<file path="src/rtl/seven_seg_scanner.sv">
// seven_seg_scanner: multiplexed hex 7-segment driver with blanking phase and tear-free double-buffered loads
module seven_seg_scanner #(
   parameter int N_DIGITS       = 4,
   parameter int BLANK_TICKS    = 1,
   parameter bit ACTIVE_LOW_SEG = 1'b1,
   parameter bit ACTIVE_LOW_AN  = 1'b1
) (
   input  logic                  clk_i,
   input  logic                  rst_ni,
   input  logic                  en_i,
   input  logic                  tick_i,
   input  logic [4*N_DIGITS-1:0] value_i,
   input  logic [N_DIGITS-1:0]   dp_i,
   input  logic                  load_i,
   input  logic                  lz_blank_i,
   output logic [6:0]            seg_o,
   output logic                  dp_out_o,
   output logic [N_DIGITS-1:0]   an_o,
   output logic                  frame_done_o,
   output logic                  load_ack_o
);
   localparam int IW = N_DIGITS > 1 ? $clog2(N_DIGITS) : 1;
   localparam int CW = BLANK_TICKS > 0 ? $clog2(BLANK_TICKS + 1) : 1;
   localparam logic [IW-1:0] LAST = IW'(N_DIGITS - 1);
   localparam logic [6:0] SEG_OFF = ACTIVE_LOW_SEG ? 7'h7F : 7'h00;
   localparam logic [N_DIGITS-1:0] AN_OFF = ACTIVE_LOW_AN ? '1 : '0;
   typedef enum logic [1:0] {OFF, BLANK, SHOW} state_t;
   state_t                state_q, state_d;
   logic [IW-1:0]         idx_q, idx_d;
   logic [CW-1:0]         cnt_q, cnt_d;
   logic [4*N_DIGITS-1:0] disp_val_q, disp_val_d, pend_val_q, pend_val_d;
   logic [N_DIGITS-1:0]   disp_dp_q, disp_dp_d, pend_dp_q, pend_dp_d;
   logic                  pend_valid_q, pend_valid_d;
   logic [6:0]            seg_q, seg_d;
   logic                  dp_out_q, dp_out_d;
   logic [N_DIGITS-1:0]   an_q, an_d;
   logic                  frame_done_q, frame_done_d;
   logic                  load_ack_q, load_ack_d;
   logic                  xfer, run, blanked;
   logic [N_DIGITS-1:0]   hz;
   logic [3:0]            digit;
   function automatic logic [6:0] hex7(input logic [3:0] h);
      case (h)
         4'h0: hex7 = 7'h3F;
         4'h1: hex7 = 7'h06;
         4'h2: hex7 = 7'h5B;
         4'h3: hex7 = 7'h4F;
         4'h4: hex7 = 7'h66;
         4'h5: hex7 = 7'h6D;
         4'h6: hex7 = 7'h7D;
         4'h7: hex7 = 7'h07;
         4'h8: hex7 = 7'h7F;
         4'h9: hex7 = 7'h6F;
         4'hA: hex7 = 7'h77;
         4'hB: hex7 = 7'h7C;
         4'hC: hex7 = 7'h39;
         4'hD: hex7 = 7'h5E;
         4'hE: hex7 = 7'h79;
         default: hex7 = 7'h71;
      endcase
   endfunction
   always_comb begin
      state_d      = state_q;
      idx_d        = idx_q;
      cnt_d        = cnt_q;
      disp_val_d   = disp_val_q;
      disp_dp_d    = disp_dp_q;
      pend_val_d   = load_i ? value_i : pend_val_q;
      pend_dp_d    = load_i ? dp_i : pend_dp_q;
      pend_valid_d = pend_valid_q | load_i;
      frame_done_d = 1'b0;
      xfer         = 1'b0;
      if (!en_i) begin
         state_d = OFF;
         idx_d   = '0;
         cnt_d   = '0;
      end else begin
         case (state_q)
            OFF: begin
               state_d = BLANK_TICKS == 0 ? SHOW : BLANK;
               idx_d   = '0;
               cnt_d   = '0;
               xfer    = pend_valid_q;
            end
            BLANK: if (tick_i) begin
               state_d = int'(cnt_q) + 1 >= BLANK_TICKS ? SHOW : BLANK;
               cnt_d   = int'(cnt_q) + 1 >= BLANK_TICKS ? '0 : cnt_q + 1'b1;
            end
            SHOW: if (tick_i) begin
               state_d      = BLANK_TICKS == 0 ? SHOW : BLANK;
               frame_done_d = idx_q == LAST;
               idx_d        = idx_q == LAST ? '0 : idx_q + 1'b1;
               xfer         = idx_q == LAST && pend_valid_q;
            end
            default: state_d = OFF;
         endcase
      end
      // transfer takes the pre-load pending copy; a same-cycle load stays pending
      if (xfer) begin
         disp_val_d   = pend_val_q;
         disp_dp_d    = pend_dp_q;
         pend_valid_d = load_i;
      end
      run = 1'b1;
      hz  = '0;
      for (int i = N_DIGITS - 1; i >= 0; i--) begin
         run   = run & (disp_val_d[4*i +: 4] == 4'h0);
         hz[i] = run;
      end
      digit      = disp_val_d[4*idx_d +: 4];
      blanked    = lz_blank_i && idx_d != '0 && hz[idx_d];
      seg_d      = state_d != SHOW || blanked ? SEG_OFF : (ACTIVE_LOW_SEG ? ~hex7(digit) : hex7(digit));
      dp_out_d   = state_d == SHOW ? disp_dp_d[idx_d] ^ ACTIVE_LOW_SEG : ACTIVE_LOW_SEG;
      an_d       = state_d == SHOW ? (N_DIGITS'(1) << idx_d) ^ AN_OFF : AN_OFF;
      load_ack_d = xfer;
   end
   always_ff @(posedge clk_i) begin
      if (!rst_ni) begin
         state_q      <= OFF;
         idx_q        <= '0;
         cnt_q        <= '0;
         disp_val_q   <= '0;
         disp_dp_q    <= '0;
         pend_val_q   <= '0;
         pend_dp_q    <= '0;
         pend_valid_q <= 1'b0;
         seg_q        <= SEG_OFF;
         dp_out_q     <= ACTIVE_LOW_SEG;
         an_q         <= AN_OFF;
         frame_done_q <= 1'b0;
         load_ack_q   <= 1'b0;
      end else begin
         state_q      <= state_d;
         idx_q        <= idx_d;
         cnt_q        <= cnt_d;
         disp_val_q   <= disp_val_d;
         disp_dp_q    <= disp_dp_d;
         pend_val_q   <= pend_val_d;
         pend_dp_q    <= pend_dp_d;
         pend_valid_q <= pend_valid_d;
         seg_q        <= seg_d;
         dp_out_q     <= dp_out_d;
         an_q         <= an_d;
         frame_done_q <= frame_done_d;
         load_ack_q   <= load_ack_d;
      end
   end
   assign seg_o        = seg_q;
   assign dp_out_o     = dp_out_q;
   assign an_o         = an_q;
   assign frame_done_o = frame_done_q;
   assign load_ack_o   = load_ack_q;
endmodule

</file>
<file path="config.mk">
export PLATFORM = sky130hd
export DESIGN_NAME = seven_seg_scanner
export DESIGN_NICKNAME = d
export VERILOG_FILES = /design/src/rtl/seven_seg_scanner.sv
export SDC_FILE = /design/constraint.sdc
export NUM_CORES = 1
export LEC_CHECK = 0
export BUFFER_PORTS_ARGS = -buffer_cell sky130_fd_sc_hd__buf_2
export CORE_UTILIZATION = 41
export DETAILED_ROUTE_END_ITERATION = 16
export HOLD_SLACK_MARGIN = 0.1
export PLACE_DENSITY = 0.68
export SLEW_MARGIN = 15
export SYNTH_ARGS = -nofsm -noshare
export SYNTH_HDL_FRONTEND = slang
export SYNTH_SLANG_ARGS = --single-unit
</file>
<file path="constraint.sdc">
create_clock -name clk_i -period 3.2 [get_ports clk_i]
set_input_delay 0.16 -clock clk_i [delete_from_list [all_inputs] [get_ports clk_i]]
set_output_delay 0.16 -clock clk_i [all_outputs]
set_load 0.005 [all_outputs]
</file>
After elaboration in Yosys (flattened, before gate mapping)
Memories as Yosys holds them, arrays and structs flattened. Index checks and enable logic that the tools add are counted.

Flip-flop bits (word level): 60. ROM bits: 112. Logic and storage cells: 73. Memories kept: 1.

Add/subtract/negate cells: 3. Magnitude comparators: 2. Eq/ne operators: 6. Shifts and indexed selects: 2. Mux-type cells: 22. Bitwise logic cells: 8. Reductions and logical operators: 16.

Memories: (name not given) (words 16, bits a word 7, rd ports 1, clocked after memory_dff 0, wr ports 0, RTL line 43) `case (h)`.

Operators by type and width (count): logical NOT 4 bit (4); 2-to-1 mux 16 bit (1); indexed part select 16 x 5 -> 4 bit (1); 2-to-1 mux 2 bit (7); 2-to-1 mux 1 bit (7); NOT 7 bit (1); equality test 2 bit, second input constant (3); one-hot mux 2 bit (3 select lines) (1); AND reduction 2 bit (3); binary-select mux 1 bit (select 2 bit) (2); 2-to-1 mux 4 bit (1); != test 2 bit, second input constant (2); NOT 4 bit (1); one-hot mux 1 bit (2 select lines) (2); one-hot mux 2 bit (2 select lines) (1); AND reduction 4 bit (1); nonzero test 2 bit (2); left shift 1 x 2 -> 4 bit, first input constant (1); bitwise AND 1 bit (3); logical AND 1 bit (3); less-than comparator 2 x 3 -> 1 bit, second input constant (1); adder 1 x 1 -> 2 bit, second input constant (1); adder 2 x 1 -> 2 bit, second input constant (1); equality test 2 x 1 -> 1 bit, second input constant (1); other kinds (7) (8).

Depth between registers and ports, before layout
Depth in word-level cells: 15. Mapped depth: 13.

Least setup slack after synthesis
OpenSTA, ideal clock, no wires.

Path kind: register -> register. Start: register idx_q[0]. End: register seg_q[5], in the netlist seg_o[5]. Setup time: 0.156 ns. Arrival time: 2.505 ns. Data required time: 3.044 ns. Path slack: 0.539 ns. Cell stages (with the launch flop): 13. Path buffers: 0. Cells stage by stage: dfxtp_1 ha_1 nor4b_4 o311ai_4 mux2i_1 a21oi_1 nor2_1 inv_1 ha_1 inv_1 nor2_1 a21oi_1 o221ai_1.

Cells in the longest elaborated chain, start to end: 15.

RTL lines: start: declaration (RTL line 29) `logic [IW-1:0] idx_q, idx_d;`; start signal: assignment (RTL line 134) `idx_q <= idx_d;`; branches (longest 15 deep; another with memory (16 x 7 bit)); end signal: assignment (RTL line 141) `seg_q <= seg_d;`; end: declaration (RTL line 34) `logic [6:0] seg_q, seg_d;`.

Several ways; the timed one is not identified. The select of a mux whose other input is x is not followed. A chain may end at the register's enable or synchronous reset.

Worst setup path after layout
Start: register idx_q[0]. End: register seg_q[0], in the netlist seg_o[0].

Same word-level chain as after synthesis.

==> reports/results.txt <==
status - finished, final reports clean
EDFF count, synth - 0
sum of negative setup slack - 0 ps
Slew Viols, Final - 0
# nets final - 401
Die Ht - 83.72 µm
Post-Synthesis Cells - 304
first-pass GRT wire length - 10.19 mm
r2r endpoint - seg_o[0]
core box area - 6386 µm²
Tmin final - 2939 ps
Final Cycle Share - 0.9184
Root Buffer - clkbuf_8
startpoint types - register
post-DR wirelength/cell - 13.49 µm
Synth area leaders - dfxtp_1 43%, mux2i_1 12%, nand2_1 7.3%, nor2_1 4.5%, a21oi_1 4.4%
initial antenna violation count - 0
path depth of the worst reg2reg path - 8
required time of the critical path - 3420 ps
FF+latch area - 1181 µm²
flop2flop setup slack - 260 ps
mux contribution to synthesized area - 0.1325
final wirelength - 6.055 mm
Pleak - 0.001513 µW
# IOs - 40
Max Buffers Root-to-Sink - 2
max-cap violation count - 0
post-synth top area share - 0.4314
DRT iter0 DRCs - 159
most frequent cell after synthesis - dfxtp_1
Mapped Avg Cell Area - 9.005 µm²
die area - 7008 µm²
Initial Util - 0.4287
Total GRT Usage - 0.1847
TritonRoute pass-1 iters - 5
biggest cell delay along the critical path - 500 ps
Worst Hold Path Cells - 3
crit path cell chain - ha_1 -> and4b_1 -> o31ai_4 -> mux2_2 -> o211ai_1 -> nand2_1 -> a21oi_1 -> o31ai_2
H-tree level count - 3
gp weighted congestion - 0.8406
Max Fanout on Critical Path - 11
Synth warnings - 0
fill cell count - 593
worst-margin pin slew - 629.8 ps
DRC - 0
Synth top cells by count - 59 x dfxtp_1, 53 x nand2_1, 34 x mux2i_1, 33 x nor2_1, 24 x a21oi_1
vias per std cell - 5.232
pre-CTS setup slack - 140.7 ps
highest clock rate - 340.3 MHz
clock sinks - 59
Async S/R FF share, synth - 0
clock-pin slew on the worst setup and hold paths - 60 ps
multi-input logic area - 1444 µm²
register bit total from synthesis - 59
final setup margin - 261.2 ps
Final setup viols - 0
Hold Path Class - in -> reg
largest family of logic cells by synthesized area - simple AND/OR/NAND/NOR gates
largest area contributor in the netlist - dfxtp_1
Routed Antenna Nets - 0
Detailed Place HPWL - 4.235 mm
vias after detailed routing - 2349
Antenna Cells - 0
share of layout cells above drive strength 1 - 0.2070
Layout Skew - 9.934 ps
vias in the first global route - 2191
Primary FF master, synth - dfxtp_1
P&R area growth vs syn - 25.27%
total grt overflow - 0
Synth Area in Compound Gates - 0.1664
clock latency on the worst-skew pair - 340 ps
Netlist cell types - 51
Die W - 83.72 µm
Final Hold Viols - 0
Setup Crit Path Kind - reg -> reg
Power Density - 462.1 nW/µm²
WHS Endpoint - disp_val_q[8]
largest net degree at the start of global routing - 25
Slowest-stage cell, CP - o31ai_4
Synth Area in XOR/XNOR - 0
RSZ-0062 raised after global routing - no
site row count - 29
Simple-Gate Fraction of Synth Area - 0.1984
port buffer count - 39
final core occ - 0.5370
CTS Buf Count - 9
adder-cell share of the synthesized area - 0.02742
Max rail drop VDD - 0.0002932 V
syn_nets - 336
reg2reg start - idx_q[0]
sequential-to-total area share from yosys stat - 0.4314
CP Capture Type - register
Slew HR - 0.5801
Worst EP arrival - 3160 ps
Hold Crit Start - rst_ni
Syn Std Cell Area - 2738 µm²
CTS tree - built
==> kinds of logic after synthesis <==
kind of cell,after synthesis
AND/OR/NAND/NOR,116
AO/OA/AOI/OAI,61
flip-flops,59
multiplexers,36
buffers and inverters,26
adder cells (fa/ha/maj),6
==> power breakdown <==
group / internal [µW] / switching (µW)
registers: 760 / 21.7
clock network: 369 / 269
logic: 80.0 / 85.1
total: 1210 / 376
==> how the worst max path moves through the flow <==
| stage | startpoint | endpoint | slack (ps) | cells after the start |
|---|---|---|---|---|
| finish | idx_q[0] | seg_o[0] | 260 | 8 |
| global route | idx_q[0] | seg_o[5] | 30 | 13 |
| CTS | idx_q[0] | seg_o[5] | 140 | 12 |
| detailed placement | idx_q[0] | seg_o[5] | 140 | 12 |
| global placement | idx_q[0] | seg_o[5] | 340 | 12 |
| floorplan | idx_q[0] | seg_o[5] | 540 | 12 |
==> stage by stage <==
stage,std cells,hold WS (ps),cell area (µm²),power (µW)
floorplan,304,295.7,2738,895.0
global placement,410,391.5,3008,937.6
detailed placement,410,401.9,3008,941.8
CTS,444,114.3,3390,1598
global route,449,143.1,3430,1664
finish,449,125.0,3430,1585
==> routing by layer <==
metal	up-vias	part of all wire	global-route usage	wire [µm]
met5	-	0	0	0
met4	0	0.016	0.06934	99
met3	10	0.060	0.06429	366
met2	65	0.46	0.2934	2806
met1	1082	0.46	0.2306	2782
li1	1192	-	-	-
==> final cells by class <==
cell class,instances,share of cell area
clock buffer,11,0.04123
clock inverter,3,0.01167
multi-input combinational,219,0.4210
inverter,7,0.007661
timing repair buffer,73,0.1459
tap,77,0.02809
sequential,59,0.3444
==> critical path: cells and delay by family, from the launching register on <==
family	cells	cell delay, ps
muxes	1	400
and+or+nand+nor	2	480
DFF	1	450
adders and majority gates	1	270
AOI/OAI and AO/OA	4	1220
==> layout by cell type, fill, tap and decap left out, types with 4 or more instances in the layout <==
cell type      synthesis  final
nor2b_1                4      4
a21oi_1               24     24
nor4_1                 5      5
ha_1                   6      6
clkbuf_8               0     10
buf_2                  6     39
dlygate4sd3_1          0     20
nor2_1                33     32
dfxtp_1               59     59
inv_1                  7      7
buf_4                  0     14
mux2i_1               34     34
nand2_1               53     53
o21ai_0                7      7
==> state kept, by name, summed over array words and instances, names as in the netlist, 2 cells and up <==
register,count
an_o,4
pend_dp_q,4
seg_o,7
disp_val_q,16
state_q,2
disp_dp_q,4
pend_val_q,16
idx_q,2
==> what timing repair did <==
item | in CTS | in global routing
setup endpoints to repair | 0 | 4
endpoints found under the hold margin | 20 | 0
buffers inserted | 0 | 5
resized for setup | 0 | 1
hold buffers | 20 | 0
Power figures use the tool's default switching activity.
